**config.mk**
```make
export PLATFORM = sky130hd
export DESIGN_NAME = match_scoreboard
export DESIGN_NICKNAME = d
export VERILOG_FILES = /design/src/rtl/pong_pkg.sv /design/src/rtl/bin2bcd_6.sv /design/src/rtl/match_scoreboard.sv
export SDC_FILE = /design/constraint.sdc
export NUM_CORES = 1
export LEC_CHECK = 0
export BUFFER_PORTS_ARGS = -buffer_cell sky130_fd_sc_hd__buf_2
export CORE_MARGIN = 10
export CORE_UTILIZATION = 59
export DETAILED_ROUTE_END_ITERATION = 12
export PLACE_DENSITY = 0.81
export SLEW_MARGIN = 10
export SYNTH_ARGS = -nofsm -noshare
export SYNTH_HDL_FRONTEND = slang
export SYNTH_SLANG_ARGS = --single-unit
```
**constraint.sdc**
```tcl
create_clock -name clk -period 2.5 [get_ports clk]
set_input_delay 0 -clock clk [delete_from_list [all_inputs] [get_ports clk]]
set_output_delay 0 -clock clk [all_outputs]
set_load 0.01 [all_outputs]
```
**src/rtl/pong_pkg.sv**
```systemverilog
// ============================================================================
// Module   : pong_pkg
// Brief    : Shared FSM state encoding, winner codes and score limits.
// Revision : 1.0
// ============================================================================
`default_nettype none

package pong_pkg;

    typedef enum logic [1:0] {
        IDLE  = 2'd0,
        SERVE = 2'd1,
        PLAY  = 2'd2,
        OVER  = 2'd3
    } state_t;

    localparam logic [1:0] WIN_NONE = 2'b00;
    localparam logic [1:0] WIN_P1   = 2'b01;
    localparam logic [1:0] WIN_P2   = 2'b10;

    localparam int MAX_TARGET = 21;

endpackage

`default_nettype wire

```
**src/rtl/bin2bcd_6.sv**
```systemverilog
// ============================================================================
// Module   : bin2bcd_6
// Brief    : Combinational 6-bit binary to two-digit BCD {tens,ones}.
// Revision : 1.0
// ============================================================================
`default_nettype none

module bin2bcd_6 (
    input  logic [5:0] i_bin,
    output logic [7:0] o_bcd
);

    logic [3:0] w_tens;
    logic [3:0] w_ones;

    // Compare ladder avoids a generic divider for a 0..63 range.
    always_comb begin
        w_tens = 4'd0;
        w_ones = i_bin[3:0];
        if (i_bin >= 6'd60) begin
            w_tens = 4'd6;
            w_ones = 4'(i_bin - 6'd60);
        end else if (i_bin >= 6'd50) begin
            w_tens = 4'd5;
            w_ones = 4'(i_bin - 6'd50);
        end else if (i_bin >= 6'd40) begin
            w_tens = 4'd4;
            w_ones = 4'(i_bin - 6'd40);
        end else if (i_bin >= 6'd30) begin
            w_tens = 4'd3;
            w_ones = 4'(i_bin - 6'd30);
        end else if (i_bin >= 6'd20) begin
            w_tens = 4'd2;
            w_ones = 4'(i_bin - 6'd20);
        end else if (i_bin >= 6'd10) begin
            w_tens = 4'd1;
            w_ones = 4'(i_bin - 6'd10);
        end
    end

    assign o_bcd = {w_tens, w_ones};

endmodule

`default_nettype wire

```
**src/rtl/match_scoreboard.sv**
```systemverilog
// ============================================================================
// Module   : match_scoreboard
// Brief    : Match FSM with serve pacing, per-player scoring and BCD outputs.
// Revision : 1.0
// ============================================================================
`default_nettype none

module match_scoreboard
    import pong_pkg::*;
#(
    parameter int SCORE_W     = 6,
    parameter int SERVE_DELAY = 100_000_000
) (
    input  logic               clk,
    input  logic               rst,
    input  logic [SCORE_W-1:0] target_score,
    input  logic               start,
    input  logic               point_p1,
    input  logic               point_p2,
    output logic [SCORE_W-1:0] score_p1,
    output logic [SCORE_W-1:0] score_p2,
    output logic [7:0]         bcd_p1,
    output logic [7:0]         bcd_p2,
    output logic               serve,
    output logic               playing,
    output logic               game_over,
    output logic [1:0]         winner
);

    localparam int CNT_W = $clog2(SERVE_DELAY + 1);
    localparam logic [CNT_W-1:0] c_TIMER_LAST = CNT_W'(SERVE_DELAY - 1);

    state_t             r_state,    w_state_nxt;
    logic [CNT_W-1:0]   r_timer,    w_timer_nxt;
    logic [SCORE_W-1:0] r_score_p1, w_score_p1_nxt;
    logic [SCORE_W-1:0] r_score_p2, w_score_p2_nxt;
    logic [SCORE_W-1:0] r_target,   w_target_nxt;
    logic [1:0]         r_winner,   w_winner_nxt;
    logic               r_serve,    w_serve_nxt;

    logic [SCORE_W-1:0] w_inc_p1;
    logic [SCORE_W-1:0] w_inc_p2;

    assign w_inc_p1 = r_score_p1 + 1'b1;
    assign w_inc_p2 = r_score_p2 + 1'b1;

    always_comb begin
        w_state_nxt    = r_state;
        w_timer_nxt    = r_timer;
        w_score_p1_nxt = r_score_p1;
        w_score_p2_nxt = r_score_p2;
        w_target_nxt   = r_target;
        w_winner_nxt   = r_winner;
        w_serve_nxt    = 1'b0;

        case (r_state)
            IDLE, OVER: begin
                if (start) begin
                    w_state_nxt    = SERVE;
                    w_score_p1_nxt = '0;
                    w_score_p2_nxt = '0;
                    w_winner_nxt   = WIN_NONE;
                    w_timer_nxt    = '0;
                    // A zero target would end the match before any play.
                    w_target_nxt   = (target_score == '0) ? SCORE_W'(1) : target_score;
                end
            end
            SERVE: begin
                if (r_timer == c_TIMER_LAST) begin
                    w_state_nxt = PLAY;
                    w_serve_nxt = 1'b1;
                    w_timer_nxt = '0;
                end else begin
                    w_timer_nxt = r_timer + 1'b1;
                end
            end
            PLAY: begin
                // Simultaneous pulses are a collision artefact and are dropped.
                if (point_p1 && !point_p2) begin
                    w_score_p1_nxt = w_inc_p1;
                    if (w_inc_p1 == r_target) begin
                        w_state_nxt  = OVER;
                        w_winner_nxt = WIN_P1;
                    end else begin
                        w_state_nxt = SERVE;
                    end
                end else if (point_p2 && !point_p1) begin
                    w_score_p2_nxt = w_inc_p2;
                    if (w_inc_p2 == r_target) begin
                        w_state_nxt  = OVER;
                        w_winner_nxt = WIN_P2;
                    end else begin
                        w_state_nxt = SERVE;
                    end
                end
            end
            default: w_state_nxt = IDLE;
        endcase
    end

    always_ff @(posedge clk or posedge rst) begin
        if (rst) begin
            r_state    <= IDLE;
            r_timer    <= '0;
            r_score_p1 <= '0;
            r_score_p2 <= '0;
            r_target   <= '0;
            r_winner   <= WIN_NONE;
            r_serve    <= 1'b0;
        end else begin
            r_state    <= w_state_nxt;
            r_timer    <= w_timer_nxt;
            r_score_p1 <= w_score_p1_nxt;
            r_score_p2 <= w_score_p2_nxt;
            r_target   <= w_target_nxt;
            r_winner   <= w_winner_nxt;
            r_serve    <= w_serve_nxt;
        end
    end

    bin2bcd_6 u_bcd_p1 (
        .i_bin (r_score_p1),
        .o_bcd (bcd_p1)
    );

    bin2bcd_6 u_bcd_p2 (
        .i_bin (r_score_p2),
        .o_bcd (bcd_p2)
    );

    assign score_p1  = r_score_p1;
    assign score_p2  = r_score_p2;
    assign serve     = r_serve;
    assign winner    = r_winner;
    assign playing   = (r_state == PLAY);
    assign game_over = (r_state == OVER);

endmodule

`default_nettype wire

```
==> flow_summary_export.csv <==
group,metric,value,unit
run_status,outcome,"complete, no violations",
pwr,powerDensity,590.6,nW/µm²
floorplan,io_pins,44,
floorplan,die_w,98.90,µm
min_path,min_from,"target_score[0]",
clocking,cts_buffers,5,
worst_setup_path,crit_fanout,7,
final_layout,nets,510,
routing,first_pass_iters,4,
sta,hold_viol,0,
clocking,clkTransAtPathRegs,0.09,ns
final_layout,layout-drive-gt1-share,0.2089,
job,max-cap-violations,0,
floorplan,die_area,9780,µm²
clocking,root_buffer,"clkbuf_8",
place,dpl_worst_slack,0.1767,ns
worst_setup_path,timing.rr.start,"r_state[0]",
logic_synthesis,yosys_warnings,0,
worst_setup_path,critPathArrivalTime,2.36,ns
global_route,grtUsageTotal,0.1693,
global_route,grt_pass1_wl,14.37,mm
clocking,cts_sinks,50,
worst_setup_path,cpPeakStageDelay,0.45,ns
place,place.port_buffers,41,
routing,vias,3175,
clocking,htreeDepth,2,
logic_synthesis,syn_avg_cell_area,8.849,µm²
floorplan,start_util,0.6130,
global_route,grt-ovfl-total,0,
logic_synthesis,synth_ff_type,"dfrtp_1",
floorplan,core_area,5991,µm²
pwr,ir_worst_vdd,0.0005292,V
routing,routedWlPerCell,15.82,µm
sta,rsz0062_at_grt,"yes",
logic_synthesis,netlist_area,3672,µm²
final_layout,antenna_cells,0,
worst_setup_path,crit_start,"score_p2[2]",
place,place.gp.congestion,0.8588,
sta,skew,0.005243,ns
global_route,grt_start_max_net_pins,51,
pwr,leakagePower,2.003,nW
pwr,p_total,0.002517,W
sta,period_minus_slack,2.363,ns
logic_synthesis,synth.area.top_cells,"dfrtp_1, ha_1, xnor2_1",
logic_synthesis,synth_cell_type_count,59,
floorplan,die_y,98.90,µm
sta,finalSetupViolCount,0,
routing,drt_wl_total,8.687,mm
sta,finalCritPeriodShare,0.9453,
clocking,cts_buffer_depth,2,
routing,postRouteAntennaNets,0,
sta,max_freq,0.4231,GHz
final_layout,utilization,0.7114,
worst_setup_path,critical_path.slowest_cell,"dfrtp_2",
logic_synthesis,synth_edf_count,0,
clocking,cts_tree,"done",
worst_setup_path,crit_family,"compound AO/OA/AOI/OAI gates",
logic_synthesis,async_flop_share,1.000,
global_route,grt_pass1_vias,3055,
worst_setup_path,crit_chain,"inv_1 > buf_4 > ha_1 > a21bo_2 > a21oi_4 > nand2_1 > a21oi_1 > o21a_1 > xnor2_1 > buf_2",
worst_setup_path,cp-end-kind,"primary output",
floorplan,rows,28,
sta,worst_hold_slack,0.01804,ns
global_route,antenna_found_initial,0,
routing,viasPerCell,5.783,
logic_synthesis,netlist_instances,415,
min_path,min_path_type,"in -> reg",
routing,drc_errors,0,
sta,slew_headroom,0.3133,
logic_synthesis,synth_top_area_share,0.3407,
worst_setup_path,required,2.50,ns
final_layout,area_growth,16.05,%
worst_setup_path,path_buf_inv,3,
place,post-dp-hpwl,6.235,mm
worst_setup_path,worst_setup_path_start_kind,"flop",
routing,drt_iter0_drc,148,
sta,setup_ws,0.1367,ns
sta,final.setup.tns,0,ns
logic_synthesis,synth-seq-area-share,0.3407,
logic_synthesis,synth.ff_latch_count,50,
worst_setup_path,worstSetupPathType,"reg -> out",
logic_synthesis,synth_top_area_cell,"dfrtp_1",
clocking,clk-insertion-delay-late,0.30,ns
sta,report.final.slew_viol_count,0,
sta,worst_slew_pin_slew,1.030,ns
worst_setup_path,reg2reg_setup_slack,0.29,ns
## layer usage
metal / vias up / wire (µm) / GRT usage
li1: 1570 / - / -
met1: 1527 / 3806 / 0.2092
met2: 72 / 4373 / 0.2921
met3: 6 / 445 / 0.03980
met4: 0 / 61 / 0.03528
met5: - / 0 / 0
## final timing paths
kind | end | depth (start not counted)
max | bcd_p2[1] | 10
min | r_target[0] | 3
max reg2reg | score_p2[3] | 8
min reg2reg | r_timer[23] | 1
max in group asynchronous | score_p1[1] | 3
min in group asynchronous | score_p2[5] | 3
## worst reg2reg max path: cells and delay by family (launching register included)
kind / cells / cell delay (ns)
DFF: 1 / 0.43
and+or+nand+nor: 3 / 0.78
adders and majority gates: 1 / 0.37
AOI/OAI and AO/OA: 3 / 0.46
buffers and inverters: 1 / 0.07
## cell type report
| class | instances | area, µm² |
|---|---|---|
| multi-input combinational | 332 | 2322 |
| sequential | 50 | 1260 |
| fill | 486 | 1729 |
| clock inverter | 2 | 37.54 |
| inverter | 18 | 67.56 |
| timing repair buffer | 66 | 407.9 |
| clock buffer | 6 | 72.57 |
| tap | 75 | 93.84 |
## through the flow
stage | instances | cell area (µm²)
6_report | 549 | 4262
5_1_grt | 549 | 4262
4_1_cts | 538 | 4118
3_5_place_dp | 524 | 3945
3_3_place_gp | 524 | 3945
2_1_floorplan | 416 | 3676
## cells by family after synthesis
group	count (synthesis)	share of synthesized area
simple gates	155	0.2153
compound gates	96	0.1758
flops	50	0.3407
xor+xnor	43	0.1063
buf+inv	34	0.04293
fa+ha+maj	26	0.08859
mux	10	0.02930
other cells	1	0.001021
## repair_timing
item / 4_1_cts / 5_1_grt
gates resized for setup: 3 / 17
setup buffers: 0 / 11
pin swaps: 0 / 6
setup endpoints to repair: 6 / 7
endpoints found under the hold margin: 55 / 0
hold buffers: 6 / 0
## placed cells by master, fill, tap and decap left out, drive strengths merged, types with 2 or more instances in the layout
cell / netlist / final
o21a: 2 / 2
conb: 1 / 2
a21bo: 2 / 2
and4: 3 / 3
o31ai: 15 / 15
ha: 26 / 26
a21oi: 19 / 19
nor2b: 8 / 8
a31oi: 4 / 4
xnor2: 21 / 21
xor2: 21 / 21
nand2: 45 / 45
nand3b: 2 / 2
nand3: 15 / 15
mux2: 6 / 6
and3: 8 / 8
a22o: 2 / 2
nand2b: 6 / 6
o21ai: 31 / 31
nor4: 2 / 2
nor2: 41 / 41
mux2i: 4 / 4
dfrtp: 50 / 50
a21boi: 2 / 2
nor3: 7 / 7
nand4: 11 / 11
a21o: 2 / 2
buf: 16 / 60
o311ai: 2 / 2
o22ai: 2 / 2
dlygate4sd3: 0 / 6
clkbuf: 0 / 6
inv: 18 / 18
and2: 4 / 4
## power by group
group / switching (W) / total, W / internal (W)
logic: 0.000536 / 0.000914 / 0.000378
clock network: 0.000264 / 0.000563 / 0.000299
registers: 0.000130 / 0.00104 / 0.000909
total: 0.000931 / 0.00252 / 0.00159
## flip-flops by register name, indices dropped and copies added, names as in the netlist
signal    count
r_target      6
winner        2
score_p1      6
serve         1
score_p2      6
r_state       2
r_timer      27
## synthesized netlist by cell type (8+ instances only)
cell / count
buf_2: 9
a21oi_1: 19
nor2b_1: 8
nand4_1: 9
dfrtp_1: 50
inv_1: 18
nand2_1: 45
nand3_1: 15
xor2_1: 21
nor2_1: 41
ha_1: 26
xnor2_1: 21
o31ai_1: 13
and3_1: 8
o21ai_0: 31
Power figures use the tool's default switching activity.
